**config.mk**
```make
export PLATFORM = sky130hd
export DESIGN_NAME = rng_word_packer
export DESIGN_NICKNAME = d
export VERILOG_FILES = /design/src/rtl/rng_word_packer.sv
export SDC_FILE = /design/constraint.sdc
export NUM_CORES = 1
export LEC_CHECK = 0
export BUFFER_PORTS_ARGS = -buffer_cell sky130_fd_sc_hd__buf_4
export CORE_MARGIN = 10
export CORE_UTILIZATION = 50
export DETAILED_ROUTE_END_ITERATION = 10
export PLACE_DENSITY = 0.75
export SYNTH_ARGS = -nofsm -noshare
export SYNTH_HDL_FRONTEND = slang
export SYNTH_SLANG_ARGS = --single-unit
```
**constraint.sdc**
```tcl
create_clock -name clk -period 3.9 [get_ports clk]
set_clock_uncertainty 0.15 [all_clocks]
set_input_delay 0.78 -clock clk [delete_from_list [all_inputs] [get_ports clk]]
set_output_delay 0.78 -clock clk [all_outputs]
set_load 0.01 [all_outputs]
```
**src/rtl/rng_word_packer.sv**
```systemverilog
// Packs accepted von Neumann bits LSB-first into WIDTH-bit words, runs a repetition-count health test, and buffers the words in a FIFO.
// Latency: a completed word is visible on word_valid one cycle after its last bit; word_data is first-word fall-through.
// Backpressure: word_ready gates pops only. A word completed into a full FIFO without a same-cycle pop is dropped and counted.
module rng_word_packer #(
    parameter int WIDTH     = 8,
    parameter int DEPTH     = 4,
    parameter int REP_LIMIT = 16
) (
    input  logic                       clk,
    input  logic                       rst,
    input  logic                       enable,
    input  logic                       clear,
    input  logic                       bit_in,
    input  logic                       bit_valid,
    output logic [WIDTH-1:0]           word_data,
    output logic                       word_valid,
    input  logic                       word_ready,
    output logic [$clog2(DEPTH+1)-1:0] fill_level,
    output logic [15:0]                drop_cnt,
    output logic                       overflow,
    output logic                       health_fail
);

    localparam int CW = $clog2(WIDTH);
    localparam int RW = $clog2(REP_LIMIT + 1);
    localparam int PW = $clog2(DEPTH);
    localparam int LW = $clog2(DEPTH + 1);

    typedef enum logic {S_RUN = 1'b0, S_FAIL = 1'b1} state_t;

    state_t           state, state_nxt;
    logic             run_ok;

    logic [CW-1:0]    bit_cnt;
    logic [WIDTH-1:0] part_word, full_word;
    logic             prev_bit, have_prev;
    logic [RW-1:0]    run_len, run_next;
    logic             accept, rep_trip, pack, word_done;

    logic [WIDTH-1:0] mem [DEPTH];
    logic [PW-1:0]    wr_ptr, rd_ptr;
    logic             pop, push_ok, drop;

    // Health state register: leaves FAIL only through clear or rst
    always_ff @(posedge clk or posedge rst) begin
        if (rst) state <= S_RUN;
        else     state <= state_nxt;
    end

    // Next state: a tripped repetition test latches FAIL
    always_comb begin
        state_nxt = state;
        if (clear)         state_nxt = S_RUN;
        else if (rep_trip) state_nxt = S_FAIL;
    end

    // State decode: bits are only accepted while RUN
    always_comb begin
        health_fail = (state == S_FAIL);
        run_ok      = (state == S_RUN);
    end

    // Accept qualification, run-length update and the word being assembled this cycle
    always_comb begin
        accept    = run_ok & enable & bit_valid & ~clear;
        run_next  = (have_prev && (bit_in == prev_bit)) ? run_len + RW'(1) : RW'(1);
        rep_trip  = accept && (run_next == RW'(REP_LIMIT));
        pack      = accept & ~rep_trip;
        word_done = pack && (bit_cnt == CW'(WIDTH - 1));
        full_word = part_word;
        full_word[bit_cnt] = bit_in;
    end

    // Packer state; the tripping bit is discarded along with the partial word
    always_ff @(posedge clk or posedge rst) begin
        if (rst) begin
            bit_cnt   <= '0;
            part_word <= '0;
            prev_bit  <= 1'b0;
            have_prev <= 1'b0;
            run_len   <= '0;
        end else if (clear) begin
            bit_cnt   <= '0;
            part_word <= '0;
            prev_bit  <= 1'b0;
            have_prev <= 1'b0;
            run_len   <= '0;
        end else if (rep_trip) begin
            bit_cnt   <= '0;
            part_word <= '0;
        end else if (pack) begin
            prev_bit  <= bit_in;
            have_prev <= 1'b1;
            run_len   <= run_next;
            if (word_done) begin
                bit_cnt   <= '0;
                part_word <= '0;
            end else begin
                bit_cnt   <= bit_cnt + CW'(1);
                part_word <= full_word;
            end
        end
    end

    // A full FIFO still takes a word when the head leaves in the same cycle
    assign word_valid = (fill_level != '0);
    assign word_data  = word_valid ? mem[rd_ptr] : '0;
    assign pop        = word_valid & word_ready & ~clear;
    assign push_ok    = word_done & ((fill_level != LW'(DEPTH)) | pop);
    assign drop       = word_done & ~push_ok;

    // FIFO storage write
    always_ff @(posedge clk) begin
        if (push_ok) mem[wr_ptr] <= full_word;
    end

    // FIFO pointers and occupancy; pointers wrap naturally at DEPTH
    always_ff @(posedge clk or posedge rst) begin
        if (rst) begin
            wr_ptr     <= '0;
            rd_ptr     <= '0;
            fill_level <= '0;
        end else if (clear) begin
            wr_ptr     <= '0;
            rd_ptr     <= '0;
            fill_level <= '0;
        end else begin
            if (push_ok) wr_ptr <= wr_ptr + PW'(1);
            if (pop)     rd_ptr <= rd_ptr + PW'(1);
            case ({push_ok, pop})
                2'b10:   fill_level <= fill_level + LW'(1);
                2'b01:   fill_level <= fill_level - LW'(1);
                default: fill_level <= fill_level;
            endcase
        end
    end

    // Dropped-word accounting: saturating counter plus sticky flag
    always_ff @(posedge clk or posedge rst) begin
        if (rst) begin
            drop_cnt <= '0;
            overflow <= 1'b0;
        end else if (clear) begin
            drop_cnt <= '0;
            overflow <= 1'b0;
        end else if (drop) begin
            overflow <= 1'b1;
            if (drop_cnt != 16'hFFFF) drop_cnt <= drop_cnt + 16'd1;
        end
    end

endmodule

```
==> reports/metrics.yaml <==
crit_arrival_ns: 3.29
ys_top_cells_by_count: "dfrtp_1, edfxtp_1, nand2_1"
fin_tns_setup_ns: 0
grt_pass1_vias: 2423
rr_endpoint: "fill_level[2]$_DFFE_PP0P_"
hp-class: "flop to flop"
grt_pass1_wl_um: 11830
critPathLaunchType: "flop"
die_h_um: 105.4
vias: 2450
die_width_um: 105.4
async_reset_ff_share_pct: 57.33
ir_drop_mv: 0.1967
grt_usage_pct: 13.04
avgViaCountPerCell: 5.556
synth_area_leader_cell: "dfrtp_1"
reg2reg_from: "run_len[0]$_DFFE_PP0P_"
place_congestion: 0.7615
maxCapViolations: 0
synth_top_area_share_pct: 29.52
hold-worst-slack_ns: 0.3559
synth-seq-area-share_pct: 55.89
ctsHtreeMaxLevel: 3
cts_buffers: 9
post_drt_wl_per_cell_um: 15.92
initial_utilization_pct: 50.79
synth_ff_type: "dfrtp_1"
hold_viol: 0
relSlewSlack_pct: 50.17
crit_chain: "ha_1, xnor2_1, o2bb2ai_2, a31oi_4, nor2_1, xor2_1, ha_1, or4_1, a221oi_2, mux2_1"
core-area_um2: 7176
pin_count: 37
finalCritPeriodShare_pct: 82.03
grt_max_degree: 28
layout.nets: 353
route.top_layer_used: "met4"
endpoint_kind: "flop"
rsz0062_at_grt: "false"
synth-seq-cells: 75
multi_input_comb_area_um2: 1515
status: "complete, no violations"
cts_max_path_buffers: 2
r2r_cells: 10
worstSetupPathDepth: 10
first_pass_iters: 4
syn-num-nets: 316
postRouteAntennaNets: 0
layout_min_cycle_time_ns: 3.199
worstSkewPairLatency_ns: 0.35
worstSetupPathType: "flop to flop"
synth_enable_flop_cells: 32
p_leak_nw: 1.654
crit_required_ns: 3.99
cts_setup_buffers: 0
met3_length_um: 262
synth_cell_types: 47
fin_ws_ns: 0.7009
cts_resized: 0
port_buffers: 36
startpoint: "run_len[0]$_DFFE_PP0P_"
path_max_fanout: 10
drc: 0
antenna_found_initial: 0
row_count: 31
overflow: 0
nFillCells: 594
cpPeakStageDelay_ns: 0.51
drive_above_1_share_pct: 21.93
worst_slew_pin_slew_ns: 0.7447
endpoint: "fill_level[2]$_DFFE_PP0P_"
cp_top_family: "compound AO/OA/AOI/OAI gates"
cts.sinks: 75
r2r_setup_slack_ns: 0.70
setup_viol: 0
dpl.hpwl_um: 4928
slew_viol_final: 0
diodes: 0
area_growth_pct: 14.56
pre_cts_slack_ns: 0.3979
die_area_um2: 11100
cts_tree: "done"
synth_cells: 300
syn-cell-area_um2: 3645
regArea_um2: 2037
clk_pin_slew_ns: 0.08
cts-root-buf: "clkbuf_8"
syn_avg_cell_area_um2: 12.15
wl_um: 7020
drtIter0Drc: 136
wl_met1_um: 3330
powerDensity_nw_per_um2: 336.1
wl_met2_um: 3324
fmax_ghz: 0.3126
path_common_cell: "ha_1"
critical-path-slowest-cell: "or4_1"
netlist_top_cells_area: "dfrtp_1, edfxtp_1, mux4_2"
hold_buffers: 0
synth_most_common_cell: "dfrtp_1"
yosys_warnings: 0
path_buf_inv: 0
[metal layers]
layer,track usage (%),up-vias
met5,0,-
met3,3.228,7
met4,5.686,0
met1,16.81,1211
li1,-,1196
met2,20.40,36
[area by class of cell]
cell class / instances / area share [%]
timing repair buffer: 38 / 6.833
clock inverter: 6 / 0.9889
tap: 99 / 2.967
multi-input combinational: 201 / 36.29
clock buffer: 10 / 3.057
sequential: 75 / 48.79
inverter: 12 / 1.079
[report_power, final]
part	internal, W	switching (W)	total (W)
Clock	0.000231	0.000294	0.000524
Combinational	0.0000158	0.0000334	0.0000491
Sequential	0.000824	0.00000580	0.000830
[logic make-up (layout without fill, tap and decap cells)]
kind of cell | count (synthesis) | in the layout | share of synthesized area (%)
muxes | 16 | 16 | 7.312
and+or+nand+nor | 104 | 104 | 16.10
adders and majority gates | 9 | 9 | 3.090
AOI/OAI and AO/OA | 61 | 61 | 12.22
DFF | 75 | 75 | 55.89
buffers and inverters | 24 | 66 | 2.540
xor gates and xnor gates | 11 | 11 | 2.849
[sequential cells by signal (all words and copies together) (netlist names)]
register / count
mem: 32
drop_cnt: 16
part_word: 8
run_len: 5
bit_cnt: 3
fill_level: 3
rd_ptr: 2
wr_ptr: 2
have_prev: 1
health_fail: 1
overflow: 1
prev_bit: 1
[metrics by stage]
| stage | cells | utilization [%] | instance area [µm²] | total power [W] |
|---|---|---|---|---|
| after detailed placement | 425 | 55.83 | 4006 | 0.0008965 |
| after CTS | 441 | 58.19 | 4175 | 0.001413 |
| after global routing | 441 | 58.19 | 4175 | 0.001455 |
| after global placement | 425 | 55.83 | 4006 | 0.0008958 |
| final | 441 | 58.19 | 4175 | 0.001403 |
| after floorplan | 300 | - | 3645 | 0.0008787 |
[cell usage in the layout, fill, tap and decap left out, drive strengths merged, types with 11 or more instances in the layout]
cell    Yosys  routed
dfrtp      43      43
buf         2      38
edfxtp     32      32
nand2      25      25
nor2       19      19
a21oi      15      15
o21ai      13      13
and2       13      13
inv        12      13
a22o       12      12
nand3      11      11
[worst min-delay path by stage]
stage | cells past startpoint | to | startpoint | slack, ns
6_report | 1 | part_word[4]$_DFFE_PP0P_ | part_word[4]$_DFFE_PP0P_ | 0.36
5_1_grt | 1 | part_word[0]$_DFFE_PP0P_ | part_word[0]$_DFFE_PP0P_ | 0.38
4_1_cts | 1 | part_word[0]$_DFFE_PP0P_ | part_word[0]$_DFFE_PP0P_ | 0.36
3_5_place_dp | 1 | part_word[0]$_DFFE_PP0P_ | part_word[0]$_DFFE_PP0P_ | 0.34
3_3_place_gp | 1 | part_word[4]$_DFFE_PP0P_ | part_word[4]$_DFFE_PP0P_ | 0.33
2_1_floorplan | 1 | part_word[4]$_DFFE_PP0P_ | part_word[4]$_DFFE_PP0P_ | 0.32
Note: power is estimated with default switching activity, not from simulation.
